File: config.mk
export PLATFORM = sky130hd
export DESIGN_NAME = uart_rx
export DESIGN_NICKNAME = d
export VERILOG_FILES = /design/src/rtl/uart_pkg.sv /design/src/rtl/sync2.sv /design/src/rtl/uart_rx.sv
export SDC_FILE = /design/constraint.sdc
export NUM_CORES = 1
export LEC_CHECK = 0
export ABC_AREA = 1
export BUFFER_PORTS_ARGS = -buffer_cell sky130_fd_sc_hd__buf_4
export CAP_MARGIN = 20
export CORE_UTILIZATION = 49
export CTS_BUF_LIST = sky130_fd_sc_hd__clkbuf_4 sky130_fd_sc_hd__clkbuf_8 sky130_fd_sc_hd__clkbuf_16
export DETAILED_ROUTE_END_ITERATION = 16
export PLACE_DENSITY = 0.68
export SETUP_SLACK_MARGIN = 0.02
export SYNTH_ARGS = -nofsm -noshare
export SYNTH_HDL_FRONTEND = slang
export SYNTH_SLANG_ARGS = --single-unit
File: constraint.sdc
create_clock -name clk -period 3.5 [get_ports clk]
set_input_delay 0.175 -clock clk [delete_from_list [all_inputs] [get_ports clk]]
set_output_delay 0.175 -clock clk [all_outputs]
set_load 0.02 [all_outputs]
File: src/rtl/uart_pkg.sv
// Shared UART receiver types and constants.
package uart_pkg;

    localparam int unsigned DATA_BITS        = 8;
    localparam int unsigned DEF_CLKS_PER_BIT = 32;

    typedef enum logic [2:0] {
        IDLE   = 3'd0,
        START  = 3'd1,
        DATA   = 3'd2,
        PARITY = 3'd3,
        STOP   = 3'd4,
        BREAK  = 3'd5
    } state_e;

endpackage

File: src/rtl/sync2.sv
// Two-flop synchronizer for asynchronous single-bit inputs, with selectable reset value.
module sync2 #(
    parameter logic RST_VAL = 1'b1
) (
    input  logic clk,
    input  logic rst,
    input  logic d_i,
    output logic q_o
);

    logic meta_q;
    logic sync_q;

    always_ff @(posedge clk or posedge rst) begin
        if (rst) begin
            meta_q <= RST_VAL;
            sync_q <= RST_VAL;
        end else begin
            meta_q <= d_i;
            sync_q <= meta_q;
        end
    end

    assign q_o = sync_q;

endmodule

File: src/rtl/uart_rx.sv
// UART receiver: start, 8 data bits LSB first, parity, stop; 3-sample majority vote per bit.
module uart_rx
    import uart_pkg::*;
#(
    parameter int unsigned CLKS_PER_BIT = DEF_CLKS_PER_BIT,
    parameter bit          PARITY_ODD   = 1'b0
) (
    input  logic       clk,
    input  logic       rst,
    input  logic       Rx,
    output logic [7:0] data,
    output logic       valid,
    output logic       parity_err,
    output logic       frame_err,
    output logic       busy,
    output logic [7:0] err_count
);

    localparam int unsigned HALF  = CLKS_PER_BIT / 2;
    localparam int unsigned CNT_W = $clog2(CLKS_PER_BIT);
    localparam int unsigned IDX_W = $clog2(DATA_BITS);

    logic                 rx_s;
    state_e               state_q, state_d;
    logic [CNT_W-1:0]     cnt_q, cnt_d, cnt_nxt;
    logic [IDX_W-1:0]     idx_q, idx_d;
    logic [DATA_BITS-1:0] shift_q, shift_d;
    logic                 s0_q, s0_d, s1_q, s1_d;
    logic                 par_err_q, par_err_d;
    logic [7:0]           data_q, data_d;
    logic                 valid_q, valid_d;
    logic                 parity_err_q, parity_err_d;
    logic                 frame_err_q, frame_err_d;
    logic                 busy_q, busy_d;
    logic [7:0]           err_count_q, err_count_d;
    logic                 decide;
    logic                 maj;

    sync2 #(.RST_VAL(1'b1)) u_sync (
        .clk (clk),
        .rst (rst),
        .d_i (Rx),
        .q_o (rx_s)
    );

    always_ff @(posedge clk or posedge rst) begin
        if (rst) begin
            state_q      <= IDLE;
            cnt_q        <= '0;
            idx_q        <= '0;
            shift_q      <= '0;
            s0_q         <= 1'b1;
            s1_q         <= 1'b1;
            par_err_q    <= 1'b0;
            data_q       <= 8'h00;
            valid_q      <= 1'b0;
            parity_err_q <= 1'b0;
            frame_err_q  <= 1'b0;
            busy_q       <= 1'b0;
            err_count_q  <= 8'h00;
        end else begin
            state_q      <= state_d;
            cnt_q        <= cnt_d;
            idx_q        <= idx_d;
            shift_q      <= shift_d;
            s0_q         <= s0_d;
            s1_q         <= s1_d;
            par_err_q    <= par_err_d;
            data_q       <= data_d;
            valid_q      <= valid_d;
            parity_err_q <= parity_err_d;
            frame_err_q  <= frame_err_d;
            busy_q       <= busy_d;
            err_count_q  <= err_count_d;
        end
    end

    // Bit value is the majority of the samples at HALF-1, HALF and HALF+1, decided at HALF+1.
    always_comb begin
        state_d      = state_q;
        cnt_d        = cnt_q;
        idx_d        = idx_q;
        shift_d      = shift_q;
        par_err_d    = par_err_q;
        data_d       = data_q;
        valid_d      = 1'b0;
        parity_err_d = parity_err_q;
        frame_err_d  = frame_err_q;
        err_count_d  = err_count_q;

        cnt_nxt = (cnt_q == CNT_W'(CLKS_PER_BIT - 1)) ? '0 : cnt_q + CNT_W'(1);
        decide  = (cnt_q == CNT_W'(HALF + 1));
        maj     = (s0_q & s1_q) | (s0_q & rx_s) | (s1_q & rx_s);
        s0_d    = (cnt_q == CNT_W'(HALF - 1)) ? rx_s : s0_q;
        s1_d    = (cnt_q == CNT_W'(HALF))     ? rx_s : s1_q;

        case (state_q)
            IDLE: begin
                cnt_d = '0;
                if (!rx_s) begin
                    state_d = START;
                    cnt_d   = CNT_W'(1);
                end
            end
            START: begin
                cnt_d = cnt_nxt;
                if (decide) begin
                    if (maj) begin
                        state_d = IDLE;
                        cnt_d   = '0;
                    end else begin
                        state_d = DATA;
                        idx_d   = '0;
                    end
                end
            end
            DATA: begin
                cnt_d = cnt_nxt;
                if (decide) begin
                    shift_d = {maj, shift_q[DATA_BITS-1:1]};
                    idx_d   = idx_q + IDX_W'(1);
                    if (idx_q == IDX_W'(DATA_BITS - 1)) begin
                        state_d = PARITY;
                    end
                end
            end
            PARITY: begin
                cnt_d = cnt_nxt;
                if (decide) begin
                    par_err_d = maj ^ (^shift_q) ^ PARITY_ODD;
                    state_d   = STOP;
                end
            end
            STOP: begin
                cnt_d = cnt_nxt;
                if (decide) begin
                    data_d       = shift_q;
                    parity_err_d = par_err_q;
                    frame_err_d  = ~maj;
                    valid_d      = 1'b1;
                    if ((par_err_q | ~maj) && (err_count_q != 8'hFF)) begin
                        err_count_d = err_count_q + 8'd1;
                    end
                    cnt_d   = '0;
                    state_d = maj ? IDLE : BREAK;
                end
            end
            BREAK: begin
                cnt_d = '0;
                if (rx_s) begin
                    state_d = IDLE;
                end
            end
            default: begin
                state_d = IDLE;
                cnt_d   = '0;
            end
        endcase

        busy_d = (state_d == START) || (state_d == DATA) ||
                 (state_d == PARITY) || (state_d == STOP);
    end

    assign data       = data_q;
    assign valid      = valid_q;
    assign parity_err = parity_err_q;
    assign frame_err  = frame_err_q;
    assign busy       = busy_q;
    assign err_count  = err_count_q;

endmodule
==> metrics.yaml <==
run_status:
  status: "finished with violations"
  violations: "negative hold slack"
layout:
  final_core_util_pct: 58.5
  diodes: 0
  fill_cells: 389
  fin_nets: 305
  drive_above_1_share_pct: 16.9
  area_growth_pct: 15.5
placement:
  globalplace.congestion: 0.903
  dp_hpwl_um: 2740
  portBuffers: 22
  dpl_worst_slack_ps: 1890
setup_path:
  critPathCaptureType: "flip-flop"
  worst_setup_path_start_kind: "flip-flop"
  cp_data_arrival_time_ps: 1820
  ff2ff_setup_slack_ps: 1860
  reg2reg_from: "state_q[2]$_DFF_PP0_"
  cp.required_ps: 3670
  path_class: "reg2reg"
  r2r-end: "idx_q[0]$_DFFE_PP0P_"
  max_stage_delay_ps: 430
  rr_worst_depth: 8
  cp_cell_sequence: "inv_1 -> nand2_1 -> nor2_1 -> nand2_2 -> o21ai_0 -> inv_1 -> nand2_1 -> o21ai_0"
  path_max_fanout: 18
  slowest_stage: "dfrtp_1"
power:
  p_leak_nw: 1.38
  p_per_area_nw_per_um2: 516
  finalPower_mw: 1.32
  peakVddDrop_mv: 0.330
clock_tree:
  cts-root-buf: "clkbuf_8"
  cts_buffers: 5
  htreeDepth: 2
  clkLatencyLatePin_ps: 300
  clkTransAtPathRegs_ps: 90
  cts_setup_buffers: 0
  clockBufferDepth: 2
  numClockSinks: 44
  cts_tree: "built"
synthesis:
  synth_top_area_cell: "dfrtp_1"
  synth-edff-count: 0
  synthMostInstantiatedCell: "nand2_1"
  ys_seq_elements: 44
  ys.flop_type: "dfrtp_1"
  syn_inst: 265
  synth_area_per_cell_um2: 8.32
  synthesis.nets: 276
  synth_cell_type_count: 29
  async_reset_ff_share_pct: 100
  synth_commonest_cells: "nand2_1, dfrtp_1, inv_1"
  synth_area_leaders: "dfrtp_1, nand2_1, inv_1"
  synthesis.area_um2: 2210
  synth_top_area_share_pct: 45.4
  yosysWarnings: 0
  seq_area_frac_synth_pct: 50.1
detailed_routing:
  wirelength_um: 3870
  wl_per_cell_um: 11.2
  vias: 1695
  viasPerCell: 4.88
  drc_errors: 0
  initialDrtViolationCount: 100
  first_pass_iters: 4
  antenna_left: 0
grt:
  grt_overflow: 0
  grt_pass1_wl_um: 7190
  grt_max_degree: 45
  grt_pass1_vias: 1671
  track_usage_pct: 18.6
  antenna_found_initial: 0
timing:
  fin_skew_ps: 8.19
  setup_ws_ps: 1860
  max_freq_ghz: 0.609
  hold_viol: 5
  rsz0062_at_grt: "no"
  fin_hold_ws_ps: -2.64
  period_minus_slack_ps: 1640
  setup_violations: 0
  period_share_pct: 46.9
  relSlewSlack_pct: 63.5
  slew_violations: 0
  setup_tns_ps: 0
  worstMarginPinSlew_ps: 547
die:
  fp.dieH_um: 69.1
  core_um2: 4350
  row_count: 24
  initial_core_util_pct: 50.7
  fp.dieW_um: 69.1
  dieArea_um2: 4770
  pin_count: 23
job:
  maxCapViolCount: 0
worst_hold_path:
  worst_hold_path_type: "in2async"
==> cell families (layout without fill, tap and decap cells) <==
kind of cell	Yosys count	in the layout	synth area share, %
AOI/OAI and AO/OA	29	29	6.64
xor gates and xnor gates	9	9	3.57
adders and majority gates	8	8	4.54
buffers and inverters	42	72	7.77
DFF	44	44	50.1
and+or+nand+nor	133	133	27.3
==> sequential cells by signal, summed over array words and instances, names as in the netlist, 3 cells and up <==
register and flops:
cnt_q 5, err_count 8, state_q 3, idx_q 3, data 8, shift_q 8
==> layout by cell type, fill, tap and decap left out <==
master,n
nor2_1,17
xnor2_1,2
nor2_4,1
bufinv_16,1
nand2_4,1
nand3_1,12
ha_1,8
nand3_4,1
clkinv_4,1
o21ai_1,5
nor3_2,1
xor2_1,7
o22ai_1,1
clkbuf_8,5
dfstp_2,4
nor3_1,1
inv_1,36
nand2_2,4
buf_4,23
inv_2,2
nor2_8,1
a21oi_1,2
clkinv_1,1
dlygate4sd3_1,1
nand3_2,2
or2_2,1
and3_1,1
o21ai_0,21
nand2_1,87
nand3b_1,1
dfrtp_1,40
nand4_1,2
clkinv_2,1
clkinvlp_4,1
==> report_power, final <==
| part | internal (mW) | leakage (nW) | total (mW) | switching, mW |
|---|---|---|---|---|
| sequential | 0.572 | 0.588 | 0.621 | 0.0493 |
| combinational | 0.108 | 0.741 | 0.307 | 0.199 |
| clock | 0.211 | 0.0541 | 0.387 | 0.176 |
==> how the worst max path moves through the flow <==
stage	cells after the start	slack, ps	end	from
2_1_floorplan	8	1950	err_count[3]$_DFFE_PP0P_	err_count[1]$_DFFE_PP0P_
3_3_place_gp	9	1940	idx_q[0]$_DFFE_PP0P_	cnt_q[1]$_DFF_PP0_
3_5_place_dp	9	1890	idx_q[0]$_DFFE_PP0P_	cnt_q[1]$_DFF_PP0_
4_1_cts	9	1880	idx_q[0]$_DFFE_PP0P_	cnt_q[1]$_DFF_PP0_
5_1_grt	8	1690	idx_q[0]$_DFFE_PP0P_	state_q[2]$_DFF_PP0_
6_report	8	1860	idx_q[0]$_DFFE_PP0P_	state_q[2]$_DFF_PP0_
==> through the flow <==
stage / area [um2] / cells
2_1_floorplan: 2210 / 265
3_3_place_gp: 2430 / 338
3_5_place_dp: 2430 / 338
4_1_cts: 2550 / 347
5_1_grt: 2550 / 347
6_report: 2550 / 347
==> worst max-delay path, delay by kind of cell, from the launching register on <==
family,cells,cell delay [ps]
compound gates,2,220
flops,1,430
simple gates,4,690
buf+inv,2,190
==> layer usage <==
layer | vias up | routed length (um) | share of wire [%] | global-route usage, %
met4 | 0 | 69 | 1.8 | 8.39
met3 | 8 | 107 | 2.8 | 3.51
met2 | 25 | 1880 | 48 | 31.3
met5 | - | 0 | 0 | 0
met1 | 789 | 1820 | 47 | 23.2
li1 | 873 | - | - | -
==> layout make-up <==
cell class | count | area, um2 | area share, %
Inverter | 40 | 155 | 6.09
Timing Repair Buffer | 24 | 183 | 7.17
Clock inverter | 3 | 42.5 | 1.67
Clock buffer | 5 | 68.8 | 2.70
Multi-Input combinational cell | 179 | 928 | 36.4
Tap cell | 52 | 65.1 | 2.55
Sequential cell | 44 | 1110 | 43.4
==> timing repair <==
item / 4_1_cts / 5_1_grt
gates resized for setup: 0 / 0
hold endpoints to repair: 1 / 0
hold buffers: 1 / 0
Note: power is estimated with default switching activity, not from simulation.
